<file path="src/rtl/rgb_matrix_scan_ctrl_if.sv">
// Host-side handshake bundle for rgb_matrix_scan_ctrl: pixel writes into the
// back bank plus the bank-swap request/acknowledge pair.
interface rgb_matrix_scan_ctrl_if;
    logic        wr_valid;
    logic        wr_ready;
    logic [4:0]  wr_addr;
    logic [11:0] wr_data;
    logic        wr_err;
    logic        swap_req;
    logic        swap_ack;

    modport master (
        output wr_valid, wr_addr, wr_data, swap_req,
        input  wr_ready, wr_err, swap_ack
    );

    modport slave (
        input  wr_valid, wr_addr, wr_data, swap_req,
        output wr_ready, wr_err, swap_ack
    );
endinterface

</file>
<file path="src/rtl/rgb_matrix_scan_ctrl.sv">
// Scan and PWM scheduler for a 5x5 RGB LED matrix with a double-buffered
// 25-pixel frame store (4-bit R/G/B per pixel). Rows are scanned one at a
// time; each row shows 16 PWM slots of PRESCALE clocks. Banks swap only on a
// frame boundary (or immediately while scanning is disabled).
// Optional feature: define RGB_SCAN_BLANK_EN to insert a PRESCALE-cycle
// blanking interval after every row (frame becomes 85*PRESCALE cycles).
module rgb_matrix_scan_ctrl #(
    parameter int unsigned PRESCALE = 256,
    parameter int unsigned PWM_BITS = 4
) (
    input  logic                    clk,
    input  logic                    rst_n,
    input  logic                    enable_i,
    rgb_matrix_scan_ctrl_if.slave   host_io,
    output logic                    frame_start_o,
    output logic [4:0]              row_o,
    output logic [4:0]              col_r_o,
    output logic [4:0]              col_g_o,
    output logic [4:0]              col_b_o
);

    localparam int unsigned         PreW    = (PRESCALE > 1) ? $clog2(PRESCALE) : 1;
    localparam logic [PreW-1:0]     PreMax  = PreW'(PRESCALE - 1);
    localparam logic [PWM_BITS-1:0] SlotMax = '1;
    localparam logic [2:0]          RowMax  = 3'd4;

    typedef enum logic [1:0] {StIdle, StScan, StBlank} state_e;

    state_e                state_q;
    logic [PreW-1:0]       pre_q;
    logic [PWM_BITS-1:0]   slot_q;
    logic [2:0]            rowidx_q;
    logic [2:0]            next_row;
    logic [4:0]            pix_base;

    logic                  front_sel_q;
    logic                  swap_pending_q, swap_pending_d;
    logic                  swap_now, frame_end, wr_acc;
    logic                  wr_ready_q, wr_err_q, swap_ack_q;

    logic                  frame_start_q;
    logic [4:0]            row_q, col_r_q, col_g_q, col_b_q;
    logic [4:0]            col_r_d, col_g_d, col_b_d;

    logic [11:0]           bank_q [2][25];

    assign next_row = (rowidx_q == RowMax) ? 3'd0 : rowidx_q + 3'd1;
    assign pix_base = {2'b00, rowidx_q} * 5'd5;
    assign wr_acc   = host_io.wr_valid && wr_ready_q;

    // Swap scheduling: frame boundary while scanning, next cycle while disabled.
    always_comb begin
`ifdef RGB_SCAN_BLANK_EN
        frame_end = (state_q == StBlank) && (rowidx_q == RowMax) && (pre_q == PreMax);
`else
        frame_end = (state_q == StScan) && (rowidx_q == RowMax) &&
                    (slot_q == SlotMax) && (pre_q == PreMax);
`endif
        swap_now = enable_i ? (swap_pending_q && frame_end)
                            : (swap_pending_q || host_io.swap_req);
        swap_pending_d = swap_now ? 1'b0 : (swap_pending_q || host_io.swap_req);
    end

    // PWM compare of the active row against the front bank.
    always_comb begin
        logic [11:0] pix;
        pix     = '0;
        col_r_d = '0;
        col_g_d = '0;
        col_b_d = '0;
        for (int c = 0; c < 5; c++) begin
            pix        = bank_q[front_sel_q][pix_base + 5'(c)];
            col_r_d[c] = slot_q < pix[11:8];
            col_g_d[c] = slot_q < pix[7:4];
            col_b_d[c] = slot_q < pix[3:0];
        end
    end

    // Frame store: host writes always target the bank not on display.
    always_ff @(posedge clk or negedge rst_n) begin
        if (!rst_n) begin
            for (int b = 0; b < 2; b++) begin
                for (int i = 0; i < 25; i++) begin
                    bank_q[b][i] <= '0;
                end
            end
        end else if (wr_acc && (host_io.wr_addr <= 5'd24)) begin
            bank_q[~front_sel_q][host_io.wr_addr] <= host_io.wr_data;
        end
    end

    // Handshake state: bank select, pending swap, ready/error/ack pulses.
    always_ff @(posedge clk or negedge rst_n) begin
        if (!rst_n) begin
            front_sel_q    <= 1'b0;
            swap_pending_q <= 1'b0;
            wr_ready_q     <= 1'b0;
            wr_err_q       <= 1'b0;
            swap_ack_q     <= 1'b0;
        end else begin
            front_sel_q    <= front_sel_q ^ swap_now;
            swap_pending_q <= swap_pending_d;
            wr_ready_q     <= !swap_pending_d;
            wr_err_q       <= wr_acc && (host_io.wr_addr > 5'd24);
            swap_ack_q     <= swap_now;
        end
    end

    // Scan FSM with counters; outputs are registered from the current counters.
    always_ff @(posedge clk or negedge rst_n) begin
        if (!rst_n) begin
            state_q       <= StIdle;
            pre_q         <= '0;
            slot_q        <= '0;
            rowidx_q      <= '0;
            frame_start_q <= 1'b0;
            row_q         <= '0;
            col_r_q       <= '0;
            col_g_q       <= '0;
            col_b_q       <= '0;
        end else begin
            frame_start_q <= 1'b0;
            row_q         <= '0;
            col_r_q       <= '0;
            col_g_q       <= '0;
            col_b_q       <= '0;
            if (state_q == StScan) begin
                frame_start_q <= (rowidx_q == 3'd0) && (slot_q == '0) && (pre_q == '0);
                row_q         <= 5'b00001 << rowidx_q;
                col_r_q       <= col_r_d;
                col_g_q       <= col_g_d;
                col_b_q       <= col_b_d;
            end

            if (!enable_i) begin
                state_q  <= StIdle;
                pre_q    <= '0;
                slot_q   <= '0;
                rowidx_q <= '0;
            end else begin
                unique case (state_q)
                    StIdle: state_q <= StScan;
                    StScan: begin
                        if (pre_q != PreMax) begin
                            pre_q <= pre_q + PreW'(1);
                        end else begin
                            pre_q <= '0;
                            if (slot_q != SlotMax) begin
                                slot_q <= slot_q + PWM_BITS'(1);
                            end else begin
                                slot_q <= '0;
`ifdef RGB_SCAN_BLANK_EN
                                state_q <= StBlank;
`else
                                rowidx_q <= next_row;
`endif
                            end
                        end
                    end
`ifdef RGB_SCAN_BLANK_EN
                    StBlank: begin
                        if (pre_q != PreMax) begin
                            pre_q <= pre_q + PreW'(1);
                        end else begin
                            pre_q    <= '0;
                            rowidx_q <= next_row;
                            state_q  <= StScan;
                        end
                    end
`endif
                    default: state_q <= StIdle;
                endcase
            end
        end
    end

    assign host_io.wr_ready = wr_ready_q;
    assign host_io.wr_err   = wr_err_q;
    assign host_io.swap_ack = swap_ack_q;
    assign frame_start_o    = frame_start_q;
    assign row_o            = row_q;
    assign col_r_o          = col_r_q;
    assign col_g_o          = col_g_q;
    assign col_b_o          = col_b_q;

endmodule

</file>
<file path="src/flat_wrapper.sv">
// flat-port wrapper written by rule: the top's interface ports become plain ports
module rgb_matrix_scan_ctrl_flat 
#(
    parameter int unsigned PRESCALE = 256,
    parameter int unsigned PWM_BITS = 4
)
  (clk, rst_n, enable_i, frame_start_o, row_o, col_r_o, col_g_o, col_b_o, host_io_wr_valid, host_io_wr_addr, host_io_wr_data, host_io_swap_req, host_io_wr_ready, host_io_wr_err, host_io_swap_ack);
  rgb_matrix_scan_ctrl_if host_io_i ();
  input  logic clk;
  input  logic rst_n;
  input  logic enable_i;
  output logic frame_start_o;
  output logic [4:0] row_o;
  output logic [4:0] col_r_o;
  output logic [4:0] col_g_o;
  output logic [4:0] col_b_o;
  input wire logic [$bits(host_io_i.wr_valid)-1:0] host_io_wr_valid;
  input wire logic [$bits(host_io_i.wr_addr)-1:0] host_io_wr_addr;
  input wire logic [$bits(host_io_i.wr_data)-1:0] host_io_wr_data;
  input wire logic [$bits(host_io_i.swap_req)-1:0] host_io_swap_req;
  output wire logic [$bits(host_io_i.wr_ready)-1:0] host_io_wr_ready;
  output wire logic [$bits(host_io_i.wr_err)-1:0] host_io_wr_err;
  output wire logic [$bits(host_io_i.swap_ack)-1:0] host_io_swap_ack;
  assign host_io_i.wr_valid = host_io_wr_valid;
  assign host_io_i.wr_addr = host_io_wr_addr;
  assign host_io_i.wr_data = host_io_wr_data;
  assign host_io_i.swap_req = host_io_swap_req;
  assign host_io_wr_ready = host_io_i.wr_ready;
  assign host_io_wr_err = host_io_i.wr_err;
  assign host_io_swap_ack = host_io_i.swap_ack;
  rgb_matrix_scan_ctrl #(.PRESCALE(PRESCALE), .PWM_BITS(PWM_BITS)) u_core (.clk(clk), .rst_n(rst_n), .enable_i(enable_i), .host_io(host_io_i), .frame_start_o(frame_start_o), .row_o(row_o), .col_r_o(col_r_o), .col_g_o(col_g_o), .col_b_o(col_b_o));
endmodule
</file>
<file path="config.mk">
export PLATFORM = sky130hd
export DESIGN_NAME = rgb_matrix_scan_ctrl_flat
export DESIGN_NICKNAME = d
export VERILOG_FILES = /design/src/rtl/rgb_matrix_scan_ctrl_if.sv /design/src/rtl/rgb_matrix_scan_ctrl.sv /design/src/flat_wrapper.sv
export SDC_FILE = /design/constraint.sdc
export NUM_CORES = 1
export LEC_CHECK = 0
export BUFFER_PORTS_ARGS = -buffer_cell sky130_fd_sc_hd__buf_4
export CAP_MARGIN = 20
export CORE_UTILIZATION = 50
export CTS_CLUSTER_SIZE = 16
export DETAILED_ROUTE_END_ITERATION = 6
export GPL_ROUTABILITY_DRIVEN = 0
export PLACE_DENSITY = 0.68
export REMOVE_ABC_BUFFERS = 1
export SLEW_MARGIN = 20
export SYNTH_ARGS = -nofsm -noshare
export SYNTH_HDL_FRONTEND = slang
export SYNTH_SLANG_ARGS = --single-unit
</file>
<file path="constraint.sdc">
create_clock -name clk -period 4.5 [get_ports clk]
set_clock_uncertainty 0.1 [all_clocks]
set_input_delay 0.225 -clock clk [delete_from_list [all_inputs] [get_ports clk]]
set_output_delay 0.225 -clock clk [all_outputs]
set_load 0.05 [all_outputs]
</file>
==> results of run 1 <==
-- per-layer routing --
| layer | vias to the layer above | part of all wire, % |
|---|---|---|
| li1 | 10530 | - |
| met1 | 14364 | 38 |
| met2 | 1781 | 47 |
| met3 | 374 | 10 |
| met4 | 4 | 5.3 |
| met5 | - | 0.054 |
-- cell type report --
cell class,count,area share (%)
inverter,23,0.202
timing repair buffer,175,3.58
clock buffer,102,4.97
sequential,642,37.1
clock inverter,24,0.919
multi-input combinational,1791,50.2
tap,1040,3.01
-- worst max-delay path by stage --
| stage | startpoint | to | slack [ns] | depth (start not counted) |
|---|---|---|---|---|
| floorplan | u_core.front_sel_q | u_core.col_g_o[3] | -9.72 | 7 |
| global placement | u_core.front_sel_q | u_core.col_r_o[0] | 0.20 | 12 |
| finish | u_core.rowidx_q[0] | u_core.col_r_o[3] | 0.18 | 12 |
| global route | u_core.rowidx_q[0] | u_core.col_r_o[3] | 0.01 | 12 |
| CTS | u_core.front_sel_q | u_core.col_r_o[0] | 0.16 | 12 |
| detailed placement | u_core.front_sel_q | u_core.col_r_o[0] | 0.24 | 12 |
-- sequential cells by signal (all words and copies together) (netlist names) --
register and flops:
u_core.state_q 1, u_core.bank_q 600, u_core.swap_pending_q 1, u_core.host_io.wr_ready 1
u_core.front_sel_q 1, u_core.row_o 5, u_core.pre_q 8, u_core.col_g_o 5
u_core.col_r_o 5, u_core.host_io.wr_err 1, u_core.col_b_o 5, u_core.slot_q 4
u_core.rowidx_q 3, u_core.host_io.swap_ack 1, u_core.frame_start_o 1
-- power groups by stage --
stage / clock network (mW) / logic (mW) / registers [mW]
after floorplan: 0 / 3.97 / 7.41
after global placement: 0 / 7.89 / 7.35
after detailed placement: 0 / 8.07 / 7.45
after CTS: 6.45 / 8.12 / 7.36
after global routing: 6.67 / 8.68 / 7.45
final: 6.37 / 8.25 / 7.37
-- placed cells by master, fill, tap and decap left out, types with 10 or more instances in the layout --
cell / count
nor3_1: 13
mux2_1: 42
mux2_2: 567
nand4_1: 12
clkbuf_8: 15
o21ai_0: 37
clkbuf_16: 76
buf_12: 17
nor2_2: 16
ha_1: 55
a21oi_1: 48
bufinv_16: 10
mux2i_1: 59
mux4_2: 448
inv_1: 20
clkbuf_1: 11
o21ai_1: 12
dfrtp_1: 639
o21a_1: 10
o22ai_1: 28
buf_4: 151
nor2_1: 92
nand3_1: 40
nand2_1: 167
-- logic make-up (layout without fill, tap and decap cells) --
family          after synthesis  after routing
compound gates              196            196
xor+xnor                     23             23
fa+ha+maj                    60             60
buf+inv                     294            324
flops                       642            642
mux                        1116           1116
simple gates                396            396
-- worst max-delay path, cell delays in order (launching register included) --
cell and delay (ns):
dfrtp_4 0.54, ha_2 0.43, buf_4 0.45, xor2_4 0.20, buf_12 0.28, mux4_2 0.57, mux2i_1 0.46, nor2_1 0.09
a21oi_1 0.14, ha_1 0.26, a21o_1 0.19, a211o_1 0.29, a41oi_1 0.15
-- what timing repair did --
item	in CTS	in global routing
hold buffers	5	0
resized for setup	0	1
setup buffers	0	1
setup endpoints to repair	0	2
endpoints found under the hold margin	123	0
-- metrics by stage --
stage                     area [µm²]  TNS [ns]  std cells
final                          43300         0       3797
after global routing           43300         0       3797
after CTS                      43300         0       3796
after detailed placement       40700         0       3665
after global placement         40700         0       3665
after floorplan                37800  -5337.55       2456
==> results_dict.tcl, run 1 <==
set metrics [dict create \
    fin_ws_ns 0.177 \
    drt_iter0_markers 3220 \
    synthAdderAreaFrac_pct 1.92 \
    clk_latency_ns 0.63 \
    min_from "host_io_wr_data[11]" \
    startpoint_type "flop" \
    initial_core_util_pct 50.5 \
    power.leakage_nw 19.1 \
    critPathMaxFanout 39 \
    critical_path_class "flop to flop" \
    reg2reg_to "u_core.col_r_o[3]" \
    grt_overflow 0 \
    synth-seq-area-share_pct 41.1 \
    fmax_ghz 0.231 \
    synthCells 2727 \
    reg2regPathDepth 12 \
    synth_top_family_by_area "multiplexers" \
    htreeDepth 3 \
    ant_nets 0 \
    cts_buffer_depth 3 \
    via_count 27053 \
    synth_edf_count 0 \
    first_global_vias 27511 \
    setup_violations 0 \
    vdd.ir_drop.worst_mv 0.284 \
    p_sw_share_pct 34.0 \
    antenna_cells 0 \
    rrSetupSlack_ns 0.18 \
    synth_top_area_cell "dfrtp_1" \
    synth_warnings 0 \
    ys_top_cells_by_count "dfrtp_1 (642), mux2_2 (567), mux4_2 (448)" \
    synth_simple_gate_area_share_pct 4.59 \
    fin_nets 2788 \
    multi_input_area_um2 21700 \
    critPathArrivalTime_ns 4.77 \
    met1_usage_pct 42.1 \
    syn_to_final_growth_pct 10.7 \
    min_path_type "input port to flop" \
    pin_count 46 \
    met3_usage_pct 7.88 \
    cts-root-buf "clkbuf_16" \
    cts.sinks 642 \
    drive_above_1_share_pct 49.0 \
    combPwrFrac_pct 37.5 \
    drc_errors 0 \
    synth_top_area_share_pct 41.1 \
    end_kind "flop" \
    fin_crit_sh_pct 96.1 \
    slew_violations 0 \
    hold_slack_ns 0.115 \
    clkPwrFrac_pct 29.0 \
    cts_made_buffers 73 \
    antenna_found_initial 1 \
    final_hold_viol_count 0 \
    grt_max_degree 156 \
    die_x_um 282 \
    seq_power_share_pct 33.5 \
    r2r_start "u_core.rowidx_q[0]" \
    synth_compound_area_share_pct 3.29 \
    tightest_slew_ns 1.11 \
    dp_worst_setup_slack_ns 0.237 \
    cts_tree "done" \
    synth_xor_area_share_pct 0.631 \
    syn_area_um2 39100 \
    synth.avg_cell_area_um2 14.3 \
    grt_pass1_wl_um 183000 \
    wl_um 123000 \
    hold_path_end "u_core.bank_q[335]" \
    synth_area_leaders "dfrtp_1 (41%), mux4_2 (26%), mux2_2 (16%)" \
    hold_depth 2 \
    timing.slew.headroom_pct 26.3 \
    routedWlPerCell_um 32.5 \
    routed_via_density 7.12 \
    grtUsageMet2_pct 48.9 \
    rows 102 \
    utilization_pct 55.9 \
    fillers 6020 \
    p_int_mw 14.5 \
    status "finished clean" \
    yosysMostFrequentCell "dfrtp_1" \
    worstPathRequired_ns 4.94 \
    rsz0062_at_grt "false" \
    p_switching_mw 7.47 \
    ff_latch_area_um2 16100 \
    fin_crit_ns 4.32 \
    dp_hpwl_um 79600 \
    cellPowerDensity_nw_per_um2 508 \
    ys_async_sr_fraction_pct 100 \
    ys_types 66 \
    core_area_um2 77500 \
    clkSlewWorstSetupHoldPaths_ns 0.06 \
    total_power_mw 22.0 \
    synth-seq-cells 642 \
    first_pass_iters 7 \
    synthFlopType "dfrtp_1" \
    muxShareOfSynthArea_pct 44.9 \
    dieArea_um2 79300 \
    port_buffers 45 \
    grtUsageTotal_pct 31.7 \
    drv_cap 0 \
    grt_busiest_layer "met2" \
    die_h_um 282 \
]
(Power assumes the default switching activity.)
==> inputs of run 2 (changes only) <==
- BUFFER_PORTS_ARGS: -buffer_cell sky130_fd_sc_hd__buf_4 -> -buffer_cell sky130_fd_sc_hd__buf_2
- PLACE_DENSITY: 0.68 -> 0.66
- clock period: 4.5 -> 5.59 ns (I/O delays scaled with it)
==> run 2 against run 1 <==
Clock power decreased by 20%. Combinational power fell by 22%. Critical path depth did not move. Cell count fell by 1.1%. Die area unchanged. Wire length decreased by 3.6%. Utilization decreased by 0.67 points. Via count fell by 2.0%. Worst hold slack lost 0.10 ns. Worst setup slack gained 0.84 ns. Sequential share of layout area increased by 0.45 points. Critical path type unchanged. Largest cell class unchanged. Largest power group unchanged.
==> results_dict.tcl, run 2 (synthesis results as in run 1) <==
set metrics [dict create \
    status "finished clean" \
    tightest_slew_ns 1.20 \
    cellPowerDensity_nw_per_um2 410 \
    vdd.ir_drop.worst_mv 0.240 \
    routed_via_density 7.06 \
    fin_crit_ns 4.57 \
    fin_nets 2736 \
    first_pass_iters 5 \
    initial_core_util_pct 50.5 \
    end_kind "flop" \
    largest_reg_flops 600 \
    post_cts.repair.setup_buffers 0 \
    fin_crit_sh_pct 81.8 \
    layout_common_cells "dfrtp_1 (639), mux2_2 (567), mux4_2 (448)" \
    crit_buf_inv 2 \
    cp_slowest_cell "mux4_2" \
    dp_worst_setup_slack_ns 1.09 \
    drc_errors 0 \
    slew_violations 0 \
    pin_count 46 \
    cpPeakStageDelay_ns 0.58 \
    dieArea_um2 79300 \
    wl_um 119000 \
    dp_hpwl_um 80700 \
    path_delay_family "multiplexers" \
    crit_chain "ha_2 > buf_4 > xor2_4 > buf_4 > mux4_2 > mux2i_1 > nor2_1 > a21oi_1 > ha_1 > a21o_1 > a211o_1 > a41oi_1" \
    port_buffers 45 \
    cts_buffer_depth 3 \
    power.leakage_nw 18.8 \
    reg.largest.list "u_core.bank_q: 600 flops, u_core.pre_q: 8 flops" \
    die_x_um 282 \
    grtUsageTotal_pct 30.6 \
    routedWlPerCell_um 31.7 \
    fmax_ghz 0.219 \
    tns_ns 0 \
    grt_overflow 0 \
    clk_latency_ns 0.63 \
    core_area_um2 77500 \
    rrSetupSlack_ns 1.02 \
    startpoint_type "flop" \
    antenna_found_initial 2 \
    timing.slew.headroom_pct 20.0 \
    critical_path_class "flop to flop" \
    utilization_pct 55.2 \
    drt_iter0_markers 3040 \
    top_register "u_core.bank_q" \
    drv_cap 0 \
    ant_nets 0 \
    cts_made_buffers 73 \
    clkSlewWorstSetupHoldPaths_ns 0.06 \
    worstPathRequired_ns 6.03 \
    final_hold_viol_count 0 \
    total_power_mw 17.5 \
    critPathMaxFanout 52 \
    crit_top_cell "buf_4" \
    fin_ws_ns 1.02 \
    grt_pass1_wl_um 178000 \
    cts-root-buf "clkbuf_16" \
    htreeDepth 3 \
    drive_above_1_share_pct 47.9 \
    rsz0062_at_grt "false" \
    die_h_um 282 \
    final_common_cell "dfrtp_1" \
    first_global_vias 26682 \
    critPathArrivalTime_ns 5.01 \
    via_count 26499 \
    setup_violations 0 \
    cts.sinks 642 \
    rows 102 \
    min_path_type "input port to async pin" \
    grt_max_degree 145 \
    syn_to_final_growth_pct 9.38 \
    cts_tree "done" \
]
run 2: changes by cell type in the layout (fill, tap and decap cells not counted), moves of 5 or more:
cell | previous run | this run
clkbuf_1 | 11 | 17
buf_4 | 151 | 59
clkbuf_8 | 15 | 10
buf_2 | 0 | 44
run 2: routing by layer:
metal	GRT usage, %	part of all wire, %	vias to the layer above
met5	0	0.0092	-
met4	13.6	4.7	2
met3	5.81	8.8	290
met2	48.5	48	1514
met1	41.4	39	14252
li1	-	-	10441
run 2: report_power, final:
part | internal, mW | switching, mW | leakage (nW) | total (mW)
Clock | 3.06 | 2.02 | 1.24 | 5.08
Sequential | 5.32 | 0.664 | 8.75 | 5.99
Combinational | 3.12 | 3.35 | 8.78 | 6.47
run 2: final timing paths:
kind | from | end | cells after the start
setup / recovery | u_core.rowidx_q[0] | u_core.col_b_o[3] | 12
hold / removal | rst_n | u_core.bank_q[504] | 2
setup reg to reg | u_core.rowidx_q[0] | u_core.col_b_o[3] | 12
max in group asynchronous | rst_n | u_core.bank_q[131] | 4
hold reg to reg | u_core.pre_q[7] | u_core.frame_start_o | 1
min in group clk | host_io_wr_data[3] | u_core.bank_q[351] | 2
run 2: metrics by stage:
stage	hold slack, ns	area, µm²	cells
global placement	0.359	40100	3613
finish	0.0143	42800	3754
floorplan	-0.116	37800	2456
CTS	0.306	42700	3752
detailed placement	0.381	40100	3613
global route	0.0330	42800	3753
run 2: worst reg2reg max path, stage by stage, from the launching register on:
cell and delay [ns]:
dfrtp_4 0.53, ha_2 0.48, buf_4 0.57, xor2_4 0.22
buf_4 0.43, mux4_2 0.60, mux2i_1 0.43, nor2_1 0.08
a21oi_1 0.14, ha_1 0.27, a21o_1 0.17, a211o_1 0.29
a41oi_1 0.18
run 2: area by class of cell:
class                           count  area [µm²]
Sequential cell                   642       16100
Clock inverter                     31         447
Multi-Input combinational cell   1791       21700
Clock buffer                      103        2100
Tap cell                         1040        1300
Inverter                           23        87.6
Timing Repair Buffer              123        1020
Antenna cell                        1        2.50
Fill cell                        6112       34700
run 2: what timing repair did:
item	in CTS	in global routing
gates resized for setup	0	0
hold endpoints to repair	134	0
hold buffers	5	0
